==> src/rtl/stream_demux_pkg.sv <==
// stream_demux_pkg: shared types and helpers for the stream demultiplexer.
//   state_t        - EMPTY / HOLD view of the pending mask (debug/coverage)
//   sel_in_range() - 1 when a select addresses an existing channel
package stream_demux_pkg;

   typedef enum logic {EMPTY, HOLD} state_t;

   function automatic logic sel_in_range(input int unsigned sel, input int unsigned channels);
      return sel < channels;
   endfunction

endpackage

==> src/rtl/stream_demux_if.sv <==
// stream_demux_if: producer-side and consumer-side handshake bundle of stream_demux.
//   in_valid/in_ready/in_data/in_sel/in_bcast  - single producer
//   out_valid/out_ready/out_data               - per-channel consumers (data shared)
//   err_sel/drop_cnt                           - out-of-range select reporting
//   slave modport: block view; master modport: environment view.
interface stream_demux_if #(
   parameter int WIDTH    = 8,
   parameter int CHANNELS = 8,
   parameter int CNT_W    = 16
);
   localparam int SEL_W = $clog2(CHANNELS);

   logic                in_valid;
   logic                in_ready;
   logic [WIDTH-1:0]    in_data;
   logic [SEL_W-1:0]    in_sel;
   logic                in_bcast;
   logic [CHANNELS-1:0] out_valid;
   logic [CHANNELS-1:0] out_ready;
   logic [WIDTH-1:0]    out_data;
   logic                err_sel;
   logic [CNT_W-1:0]    drop_cnt;

   modport slave (
      input  in_valid, in_data, in_sel, in_bcast, out_ready,
      output in_ready, out_valid, out_data, err_sel, drop_cnt
   );

   modport master (
      output in_valid, in_data, in_sel, in_bcast, out_ready,
      input  in_ready, out_valid, out_data, err_sel, drop_cnt
   );

endinterface

==> src/rtl/stream_demux_onehot_decode.sv <==
// onehot_decode: combinational select-to-mask decoder.
//   sel      - channel index
//   bcast    - 1 selects every channel
//   mask     - all-ones on bcast, one-hot(sel) when in range, else zero
//   in_range - sel addresses an existing channel (independent of bcast)
module onehot_decode
   import stream_demux_pkg::*;
#(
   parameter int N     = 8,
   parameter int SEL_W = $clog2(N)
) (
   input  logic [SEL_W-1:0] sel,
   input  logic             bcast,
   output logic [N-1:0]     mask,
   output logic             in_range
);

   always_comb begin
      in_range = sel_in_range(32'(sel), N);
      mask     = bcast ? '1 : in_range ? N'(1) << sel : '0;
   end

endmodule

==> src/rtl/stream_demux.sv <==
// stream_demux: registered 1-to-CHANNELS valid/ready demultiplexer.
//   clk, rst - clock, synchronous active-high reset
//   bus      - stream_demux_if.slave: producer input, per-channel outputs,
//              out-of-range error pulse and saturating drop counter
module stream_demux
   import stream_demux_pkg::*;
#(
   parameter int WIDTH    = 8,
   parameter int CHANNELS = 8,
   parameter int CNT_W    = 16
) (
   input  logic           clk,
   input  logic           rst,
   stream_demux_if.slave  bus
);

   localparam int SEL_W = $clog2(CHANNELS);

   logic [CHANNELS-1:0] pend_q, pend_d, rem, mask;
   logic [WIDTH-1:0]    data_q, data_d;
   logic [CNT_W-1:0]    cnt_q, cnt_d;
   logic                err_q, err_d;
   logic                in_range, in_ready, accept, drop;
   state_t              state;

   onehot_decode #(.N(CHANNELS), .SEL_W(SEL_W)) u_dec (
      .sel      (bus.in_sel),
      .bcast    (bus.in_bcast),
      .mask     (mask),
      .in_range (in_range)
   );

   always_comb begin
      state    = (pend_q != '0) ? HOLD : EMPTY;
      // channels still waiting after this cycle's completions
      rem      = pend_q & ~bus.out_ready;
      in_ready = (state == EMPTY) || (rem == '0);
      accept   = bus.in_valid && in_ready;
      drop     = accept && !bus.in_bcast && !in_range;
      // rem is zero whenever accept is high, so the new mask replaces it;
      // a dropped word decodes to an all-zero mask
      pend_d   = accept ? mask : rem;
      data_d   = (accept && !drop) ? bus.in_data : data_q;
      err_d    = drop;
      cnt_d    = (drop && cnt_q != '1) ? cnt_q + CNT_W'(1) : cnt_q;
   end

   always_ff @(posedge clk) begin
      if (rst) begin
         pend_q <= '0;
         data_q <= '0;
         err_q  <= 1'b0;
         cnt_q  <= '0;
      end else begin
         pend_q <= pend_d;
         data_q <= data_d;
         err_q  <= err_d;
         cnt_q  <= cnt_d;
      end
   end

   assign bus.in_ready  = in_ready;
   assign bus.out_valid = pend_q;
   assign bus.out_data  = data_q;
   assign bus.err_sel   = err_q;
   assign bus.drop_cnt  = cnt_q;

endmodule

==> src/flat_wrapper.sv <==
// flat-port wrapper written by rule: the top's interface ports become plain ports
module stream_demux_flat import stream_demux_pkg::*;
#(
   parameter int WIDTH    = 8,
   parameter int CHANNELS = 8,
   parameter int CNT_W    = 16
)
  (clk, rst, bus_in_valid, bus_in_data, bus_in_sel, bus_in_bcast, bus_out_ready, bus_in_ready, bus_out_valid, bus_out_data, bus_err_sel, bus_drop_cnt);
  stream_demux_if #(.WIDTH(WIDTH), .CHANNELS(CHANNELS), .CNT_W(CNT_W)) bus_i ();
  input  logic clk;
  input  logic rst;
  input wire logic [$bits(bus_i.in_valid)-1:0] bus_in_valid;
  input wire logic [$bits(bus_i.in_data)-1:0] bus_in_data;
  input wire logic [$bits(bus_i.in_sel)-1:0] bus_in_sel;
  input wire logic [$bits(bus_i.in_bcast)-1:0] bus_in_bcast;
  input wire logic [$bits(bus_i.out_ready)-1:0] bus_out_ready;
  output wire logic [$bits(bus_i.in_ready)-1:0] bus_in_ready;
  output wire logic [$bits(bus_i.out_valid)-1:0] bus_out_valid;
  output wire logic [$bits(bus_i.out_data)-1:0] bus_out_data;
  output wire logic [$bits(bus_i.err_sel)-1:0] bus_err_sel;
  output wire logic [$bits(bus_i.drop_cnt)-1:0] bus_drop_cnt;
  assign bus_i.in_valid = bus_in_valid;
  assign bus_i.in_data = bus_in_data;
  assign bus_i.in_sel = bus_in_sel;
  assign bus_i.in_bcast = bus_in_bcast;
  assign bus_i.out_ready = bus_out_ready;
  assign bus_in_ready = bus_i.in_ready;
  assign bus_out_valid = bus_i.out_valid;
  assign bus_out_data = bus_i.out_data;
  assign bus_err_sel = bus_i.err_sel;
  assign bus_drop_cnt = bus_i.drop_cnt;
  stream_demux #(.WIDTH(WIDTH), .CHANNELS(CHANNELS), .CNT_W(CNT_W)) u_core (.clk(clk), .rst(rst), .bus(bus_i));
endmodule
==> config.mk <==
export PLATFORM = sky130hd
export DESIGN_NAME = stream_demux_flat
export DESIGN_NICKNAME = d
export VERILOG_FILES = /design/src/rtl/stream_demux_pkg.sv /design/src/rtl/stream_demux_if.sv /design/src/rtl/stream_demux_onehot_decode.sv /design/src/rtl/stream_demux.sv /design/src/flat_wrapper.sv
export SDC_FILE = /design/constraint.sdc
export NUM_CORES = 1
export LEC_CHECK = 0
export ABC_AREA = 1
export CAP_MARGIN = 0
export CORE_MARGIN = 10
export CORE_UTILIZATION = 38
export CTS_BUF_LIST = sky130_fd_sc_hd__clkbuf_2
export CTS_CLUSTER_SIZE = 28
export DETAILED_ROUTE_END_ITERATION = 8
export PLACE_DENSITY = 0.79
export REMOVE_ABC_BUFFERS = 1
export SYNTH_ARGS = -nofsm -noshare
export SYNTH_HDL_FRONTEND = slang
export SYNTH_SLANG_ARGS = --single-unit
==> constraint.sdc <==
create_clock -name clk -period 1.25 [get_ports clk]
set_input_delay 0.125 -clock clk [delete_from_list [all_inputs] [get_ports clk]]
set_output_delay 0.125 -clock clk [all_outputs]
set_load 0.03 [all_outputs]
# Yosys cells after proc, flatten, opt, wreduce, memory -nomap -nowiden
# Cells that the tools add are included.
[totals] inputBits=23 word_cells=13 reg_bits=16
[classes] n_reduce_logical=4 n_shift=1 n_bitwise=3 n_mux=3
[op_table] op="8-bit 2-to-1 mux" count=2
[op_table] op="8-bit bitwise AND" count=1
[op_table] op="8-bit zero test" count=1
[op_table] op="8-bit inverter" count=1
[op_table] op="8-bit nonzero test" count=1
[op_table] op="1-bit by 3-bit << shifter with 8-bit output (first input constant)" count=1
[op_table] op="1-bit logical AND" count=1
[op_table] op="1-bit logical OR" count=1
[op_table] op="1-bit 2-to-1 mux" count=1
[op_table] op="1-bit inverter" count=1

# Logic depth before layout (Yosys ltp)
# Gate-level depths: netlist of the first run.
[depth] ltp_word=6 ltp_mapped=9 ltp_nobuf=8

# By module
# A second synthesis of the first run with hierarchy kept.
[hier_totals] hier_cells=275 hier_area_um2=1781.7
[by_module_without_submodules] mod="stream_demux" cells_per_inst=253 n_inst=1 area_per_inst_um2=1687.9 seq_area_each_um2=660.6
[by_module_without_submodules] mod="onehot_decode" cells_per_inst=22 n_inst=1 area_per_inst_um2=93.8 seq_area_each_um2=0.0

# Worst setup path after synthesis of the first run
# Ideal clock, no wire load.
[synth_path] kind="register to output" startpoint="register u_core.pend_q[7] (netlist: u_core.bus.out_valid[7])" endpoint="output port bus_in_ready" n_path_buf=0 path_stages_with_launch=4 setup_slack_ps=-470 arrival_ps=1595 path_cell_list="dfxtp_1 -> nand2_1 -> nand2_1 -> nor4_1"
[synth_between] elab_chain_cells=4 word_cells_on_any_way=6 classes_between="mux: 1; bitwise: 2; reduce/logical: 3"
[synth_lines] item="from (decl)" line="stream_demux.sv:19" text="logic [CHANNELS-1:0] pend_q, pend_d, rem, mask;"
[synth_lines] item="from (signal assigned)" line="stream_demux.sv:55" text="pend_q <= pend_d;"
[synth_lines] item="8-bit nonzero test" line="stream_demux.sv:34" text="state = (pend_q != '0) ? HOLD : EMPTY;"
[synth_lines] item="1-bit 2-to-1 mux" line="stream_demux.sv:34"
[synth_lines] item="1-bit inverter" line="stream_demux.sv:37" text="in_ready = (state == EMPTY) || (rem == '0);"
[synth_lines] item="1-bit logical OR *" line="stream_demux.sv:37"
[synth_lines] item="to (decl)" line="flat_wrapper.sv:17" text="output wire logic [$bits(bus_i.in_ready)-1:0] bus_in_ready;"
# Every way passes the cells marked *; elsewhere a longest branch is shown, timed or not.

# Final worst setup path of the first run
[layout_path] startpoint="register u_core.pend_q[2] (netlist: u_core.bus.out_valid[2])" endpoint="output port bus_in_ready"
# Same word-level chain as after synthesis.

==> out/summary.txt, run 1 <==
Result of the run = finished with violations
Violated checks = negative setup slack
Wire per inst = 11.9 µm
Max Clk Rate = 726 MHz
Worst supply voltage drop on vdd = 749 µV
Switching power = 0.792 mW
Proportion of power drawn by combinational gates = 52.3%
Non-Filler Cell Area, Final = 1410 µm²
Commonest non-fill, non-tap cells in the layout = sky130_fd_sc_hd__nand2_1 (33), sky130_fd_sc_hd__nor2_1 (31), sky130_fd_sc_hd__clkdlybuf4s50_1 (22), sky130_fd_sc_hd__inv_1 (21), sky130_fd_sc_hd__conb_1 (17)
Hold endpoint = u_core.bus.out_data[5]
Count of cells along the worst hold path = 3
Remaining antenna violation count = 0
Iteration-0 DRC Markers = 21
Number of antenna violations at the first check in global routing = 0
Hold Fails Final Rpt = 0
Post-placement cell count = 217
CP max stage cell = sky130_fd_sc_hd__dfxtp_2
Critical Setup Path Class = reg -> out
Number of hold buffers added after cts = 0
Delay of the slowest cell on the worst path = 350 ps
WP data arrival = 1250 ps
Reg2Reg Capture Point = u_core.bus.out_data[1]
Unrepaired setup endpoints after global routing = yes
Dpl hpwl = 2.00 mm
Final Setup Violations = 1
Drt drc = 0
Maximum level of the CTS H-tree = 1
Library cell used as clock root buffer = sky130_fd_sc_hd__clkbuf_2
Switch share = 43.4%
Kind of start point of the critical path = flop
Mux share of post-synthesis cell area = 0%
Largest net degree at the start of global routing = 21
Share of the yosys chip area belonging to registers = 34.0%
TritonCTS clock tree = done
Main combinational cell family by area after synthesis = simple AND/OR/NAND/NOR gates
Max-slew violation count = 0
Post-synthesis compound-gate area fraction = 5.84%
Mean area per synthesized cell = 6.37 µm²
Fraction of power consumed by sequential logic = 35.7%
Area growth from synthesis to layout = 49.3%
Non-Filler Instances = 221
Part of the total power dissipated in the clock network = 12.0%
Fraction of synthesized cell area in xor and xnor cells = 0%
CP Data Required Time = 1120 ps
Final worst clock skew = 6.69 ps
Via/cell ratio = 4.29
WL final = 2.64 mm
Power consumption = 1.83 mW
Number of buffers on the longest clock path = 2
Worst Hold Slack = 398 ps
Final worst path period need = 1380 ps
Vias in the first global route = 952
Internal power = 1.03 mW
Number of buffers and inverters on the critical path = 1
Power density normalized to cell area = 1300 nW/µm²
Synthesis Warnings = 0
Die W = 69.8 µm
Number of distinct standard cells referenced by the synthesized netlist = 14
Placer congestion estimate = 0.807
Pre-Repair DR Iteration Count = 4
Num Clock Sinks = 16
Number of maximum-capacitance violations = 0
Cell family with the largest share of critical-path delay = simple AND/OR/NAND/NOR gates
Die outline height = 69.8 µm
Area after detailed placement = 1330 µm²
Class of the tightest hold or removal check = in -> reg
Standard-cell row count = 17
Core Area = 2300 µm²
Most common library cell in the layout ignoring fill and taps = sky130_fd_sc_hd__nand2_1
R2R cell count = 7
Period Utilization, post-route = 110%
Initial cell density of the core = 41.1%
FF-to-FF Start = u_core.bus.out_valid[1]
Full die area = 4880 µm²
Final-layout setup total negative slack = -127 ps
Setup slack, reg-to-reg = 30 ps
Total congestion overflow after global routing = 0
Gate Count Post-Synth = 148
Wire length of the first global-routing pass = 4.06 mm
Diodes inserted = 0
Number of ports placed on the die boundary = 57
Clock transition at the register clock pins on the worst setup and hold paths after CTS = 150 ps
Global Route Usage Sum = 9.74%
Leakage power total = 0.798 nW
Setup repair bufs after CTS = 0
Post-Synthesis Cell Area = 943 µm²
Count of nets after finishing = 218
Worst setup margin = -127 ps
Flip-flop and latch count after synthesis = 16
TritonCTS Buffers = 3
Critical Path Sink Type = primary output
Area share of and/or/nand/nor cells after synthesis = 34.5%
Skew-Pair Late Insertion Delay = 280 ps
Vias after detailed routing = 947
Port Buf Inserts = 39
Fillcell total = 225
Crit Path Max Fanout = 2
Series of cell instances along the critical path = nand2_2 -> nand2_4 -> nor4_4 -> buf_6
Area share of fa/ha/maj cells after synthesis = 0%
Hold Startpoint = bus_in_data[5]
Layout cell share with drive strength beyond 1 = 18.7%
[stage by stage]
stage	utilization [%]	setup slack, ps
after global routing	61.3	-189
after CTS	58.8	-174
after global placement	58.0	-271
final	61.3	-127
after floorplan	-	-470
after detailed placement	58.0	-251
[how the worst max path moves through the flow]
stage / from / endpoint / cells past startpoint
2_1_floorplan: u_core.bus.out_valid[7] / bus_in_ready / 3
4_1_cts: u_core.bus.out_valid[7] / bus_in_ready / 4
6_report: u_core.bus.out_valid[2] / bus_in_ready / 4
5_1_grt: u_core.bus.out_valid[2] / bus_in_ready / 4
3_3_place_gp: bus_out_ready[0] / bus_in_ready / 6
3_5_place_dp: bus_out_ready[6] / bus_in_ready / 6
[synthesized netlist by cell type]
master / n / area, µm²
sky130_fd_sc_hd__buf_4: 17 / 128
sky130_fd_sc_hd__nor4_1: 1 / 6.26
sky130_fd_sc_hd__nor2_1: 32 / 120
sky130_fd_sc_hd__nand2_1: 42 / 158
sky130_fd_sc_hd__nand3_2: 1 / 10.0
sky130_fd_sc_hd__inv_1: 21 / 78.8
sky130_fd_sc_hd__buf_2: 2 / 10.0
sky130_fd_sc_hd__o21ai_0: 2 / 10.0
sky130_fd_sc_hd__nor2_2: 2 / 12.5
sky130_fd_sc_hd__conb_1: 1 / 3.75
sky130_fd_sc_hd__dfxtp_1: 16 / 320
sky130_fd_sc_hd__buf_6: 2 / 22.5
sky130_fd_sc_hd__o31ai_1: 6 / 45.0
sky130_fd_sc_hd__nand2_2: 3 / 18.8
[timing repair]
action / 4_1_cts / 5_1_grt
endpoints found under the setup margin: 17 / 18
pin swaps: 1 / 8
resized for setup: 22 / 20
gates cloned: 0 / 1
[final cells by class]
type | instances | area, µm² | area share (%)
tap | 28 | 35.0 | 2.49
inverter | 21 | 78.8 | 5.60
multi-input combinational | 106 | 499 | 35.4
clock buffer | 3 | 15.0 | 1.07
sequential | 16 | 329 | 23.4
timing repair buffer | 47 | 452 | 32.1
[metal layers]
layer  global-route usage, %  share of wire [%]  up-vias
li1                        -                  -      493
met1                    9.76                 40      420
met2                    17.4                 51       34
met3                    4.28                8.6        0
met4                    3.26                  0        0
met5                       0                  0        -
[flip-flops by register name, indices dropped and copies added (netlist names)]
register	cells
u_core.bus.out_data	8
u_core.bus.out_valid	8
[power groups by stage]
stage,clock (mW),combinational [mW],sequential [mW]
finish,0.220,0.955,0.652
global route,0.249,1.05,0.661
CTS,0.238,0.910,0.641
detailed placement,0,0.929,0.654
global placement,0,0.920,0.651
floorplan,0,0.369,0.827
[kinds of logic after synthesis]
group           count (synthesis)
compound gates                  8
buf+inv                        42
other cells                     1
flops                          16
simple gates                   81
[tightest hold or removal path, delay by kind of cell]
family | cells | cell delay, ps
simple gates | 2 | 150
buf+inv | 1 | 400
(Power assumes the default switching activity.)
==> run 2, diff against run 1 <==
--- a/config.mk
+++ b/config.mk
@@ -6,12 +6,14 @@
 export NUM_CORES = 1
 export LEC_CHECK = 0
 export ABC_AREA = 1
-export CAP_MARGIN = 0
+export CAP_MARGIN = 10
 export CORE_MARGIN = 10
 export CORE_UTILIZATION = 38
 export CTS_BUF_LIST = sky130_fd_sc_hd__clkbuf_2
 export CTS_CLUSTER_SIZE = 28
 export DETAILED_ROUTE_END_ITERATION = 8
+export GPL_ROUTABILITY_DRIVEN = 0
+export GPL_TIMING_DRIVEN = 1
 export PLACE_DENSITY = 0.79
 export REMOVE_ABC_BUFFERS = 1
 export SYNTH_ARGS = -nofsm -noshare
==> results of run 2 <==
No change in the layout: final DEF, timing and power equal those of run 1.
==> run 3, diff against run 2 <==
--- a/config.mk
+++ b/config.mk
@@ -7,14 +7,14 @@
 export LEC_CHECK = 0
 export ABC_AREA = 1
 export CAP_MARGIN = 10
-export CORE_MARGIN = 10
-export CORE_UTILIZATION = 38
+export CORE_MARGIN = 2
+export CORE_UTILIZATION = 34
 export CTS_BUF_LIST = sky130_fd_sc_hd__clkbuf_2
 export CTS_CLUSTER_SIZE = 28
 export DETAILED_ROUTE_END_ITERATION = 8
 export GPL_ROUTABILITY_DRIVEN = 0
 export GPL_TIMING_DRIVEN = 1
-export PLACE_DENSITY = 0.79
+export PLACE_DENSITY = 0.74
 export REMOVE_ABC_BUFFERS = 1
 export SYNTH_ARGS = -nofsm -noshare
 export SYNTH_HDL_FRONTEND = slang
==> constraint.sdc (replaced) <==
create_clock -name clk -period 1.2 [get_ports clk]
set_input_delay 0.12 -clock clk [delete_from_list [all_inputs] [get_ports clk]]
set_output_delay 0.12 -clock clk [all_outputs]
set_load 0.03 [all_outputs]
==> run 3 against run 2 <==
Compared with the run above: the flow still finishes with violations (negative setup slack); sequential power rose by 3.7%; non-clock buffer count grew 6; worst hold slack worse by 1.9 ps; flip-flop and latch count unchanged; register-to-register slack lost 110 ps; clock skew about the same; critical endpoint unchanged; clock power grew 9.1%; routed wire length down 19%; setup slack worse by 18 ps; critical path type unchanged.
==> out/summary.txt, run 3 (synthesis results as in run 1) <==
Skew-Pair Late Insertion Delay = 280 ps
Pre-Repair DR Iteration Count = 4
Initial cell density of the core = 35.1%
Area after detailed placement = 1340 µm²
Vias in the first global route = 822
Remaining antenna violation count = 0
Class of the tightest hold or removal check = in -> reg
Unrepaired setup endpoints after global routing = yes
Count of nets after finishing = 224
Series of cell instances along the critical path = nand2_2 -> nand2_2 -> nor4_2 -> buf_4
Final-layout setup total negative slack = -1190 ps
TritonCTS clock tree = done
Period Utilization, post-route = 112%
Switch share = 42.9%
Proportion of power drawn by combinational gates = 56.2%
WL final = 2.15 mm
Leakage power total = 0.797 nW
Number of antenna violations at the first check in global routing = 0
Full die area = 3210 µm²
Critical Setup Path Class = reg -> out
FF-to-FF Start = u_core.bus.out_valid[5]
Number of maximum-capacitance violations = 0
Via/cell ratio = 4.21
Final worst clock skew = 6.51 ps
Wire per inst = 9.30 µm
R2R cell count = 9
Hold Fails Final Rpt = 0
Standard-cell row count = 19
Port Buf Inserts = 39
Setup slack, reg-to-reg = -80 ps
Fraction of power consumed by sequential logic = 32.3%
Library cell used as clock root buffer = sky130_fd_sc_hd__clkbuf_2
Total congestion overflow after global routing = 0
Drt drc = 0
Worst Hold Slack = 397 ps
Most common library cell in the layout ignoring fill and taps = sky130_fd_sc_hd__nor2_1
Cell repeated most along the worst path = sky130_fd_sc_hd__nand2_2
Max-slew violation count = 0
Wire length of the first global-routing pass = 3.35 mm
Post-placement cell count = 221
Violated checks = negative setup slack
WP data arrival = 1220 ps
Final worst path period need = 1340 ps
Non-Filler Instances = 231
TritonCTS Buffers = 3
Number of ports placed on the die boundary = 57
Maximum level of the CTS H-tree = 1
Internal power = 1.19 mW
Worst-case headroom to the max-slew limit = 61.4%
Diodes inserted = 0
Hold Startpoint = bus_in_data[6]
Die outline height = 56.7 µm
Iteration-0 DRC Markers = 18
Worst setup margin = -145 ps
Die W = 56.7 µm
Delay of the slowest cell on the worst path = 360 ps
Result of the run = finished with violations
Num Clock Sinks = 16
Commonest non-fill, non-tap cells in the layout = sky130_fd_sc_hd__nor2_1 (28), sky130_fd_sc_hd__clkdlybuf4s50_1 (22), sky130_fd_sc_hd__inv_1 (21), sky130_fd_sc_hd__nand2_2 (21), sky130_fd_sc_hd__nand2_1 (18)
Worst slew pin tran = 579 ps
Critical Path Sink Type = primary output
Largest net degree at the start of global routing = 33
Post-route core utilization = 58.1%
Kind of start point of the critical path = flop
Count of cells along the worst hold path = 3
Hold endpoint = u_core.bus.out_data[6]
Number of hold buffers added after cts = 0
Global Route Usage Sum = 13.0%
Vias after detailed routing = 972
CP max stage cell = sky130_fd_sc_hd__dfxtp_2
Final Setup Violations = 17
Reg2Reg Capture Point = u_core.bus.out_data[2]
Worst supply voltage drop on vdd = 945 µV
Layout cell share with drive strength beyond 1 = 31.0%
Clock transition at the register clock pins on the worst setup and hold paths after CTS = 160 ps
Part of the total power dissipated in the clock network = 11.5%
CP Data Required Time = 1080 ps
Non-Filler Cell Area, Final = 1560 µm²
Number of buffers on the longest clock path = 2
Dpl hpwl = 1.39 mm
Max Clk Rate = 744 MHz
Core Area = 2690 µm²
Area growth from synthesis to layout = 65.5%
Power density normalized to cell area = 1340 nW/µm²
Switching power = 0.898 mW
Crit Path Max Fanout = 2
run 3: changes by cell type in the layout (fill, tap and decap cells not counted), sizes merged:
| cell | before | now |
|---|---|---|
| dlygate4sd2 | 16 | 1 |
| clkdlybuf4s15 | 0 | 12 |
| buf | 9 | 14 |
| clkbuf | 3 | 7 |
| clkinv | 0 | 1 |
run 3: per-layer routing:
| metal | global-route usage (%) | share of wire, % | up-vias |
|---|---|---|---|
| met1 | 16.9 | 44 | 424 |
| met3 | 3.46 | 7.4 | 2 |
| li1 | - | - | 509 |
| met2 | 20.3 | 48 | 37 |
| met5 | 0 | 0 | - |
| met4 | 5.10 | 0.37 | 0 |
run 3: through the flow:
step                      power (mW)  setup WS [ps]
after floorplan                 1.25           -515
after global placement          1.62           -245
after detailed placement        1.63           -227
after CTS                       1.85           -185
after global routing            2.24           -267
final                           2.09           -145
run 3: critical path: cells and delay by family, from the launching register on:
kind	cells	cell delay (ps)
and+or+nand+nor	3	390
buffers and inverters	1	200
DFF	1	360
run 3: repair_timing:
action	in CTS	in global routing
setup buffers	1	2
setup endpoints to repair	16	31
gates cloned	0	3
pin swaps	5	16
gates resized for setup	26	49
run 3: layout make-up:
type,count,area (µm²)
Fill cell,262,1120
Multi-Input combinational cell,106,563
Timing Repair Buffer,53,534
Sequential cell,16,328
Inverter,21,78.8
Tap cell,31,38.8
Clock buffer,3,15.0
Clock inverter,1,3.75
run 3: power groups by stage:
stage	clock network [mW]	registers [mW]	logic (mW)
final	0.240	0.676	1.18
after detailed placement	0	0.678	0.947
after global routing	0.276	0.690	1.28
after CTS	0.267	0.671	0.912
after global placement	0	0.678	0.941
after floorplan	0	0.861	0.384
run 3: worst max-delay path by stage:
stage,from,to,cells past startpoint
6_report,u_core.bus.out_valid[6],bus_in_ready,4
5_1_grt,u_core.bus.out_valid[7],bus_in_ready,4
4_1_cts,u_core.bus.out_valid[3],bus_in_ready,4
3_5_place_dp,bus_out_ready[4],u_core.bus.out_valid[7],10
3_3_place_gp,bus_out_ready[7],bus_in_ready,6
2_1_floorplan,u_core.bus.out_valid[7],bus_in_ready,3
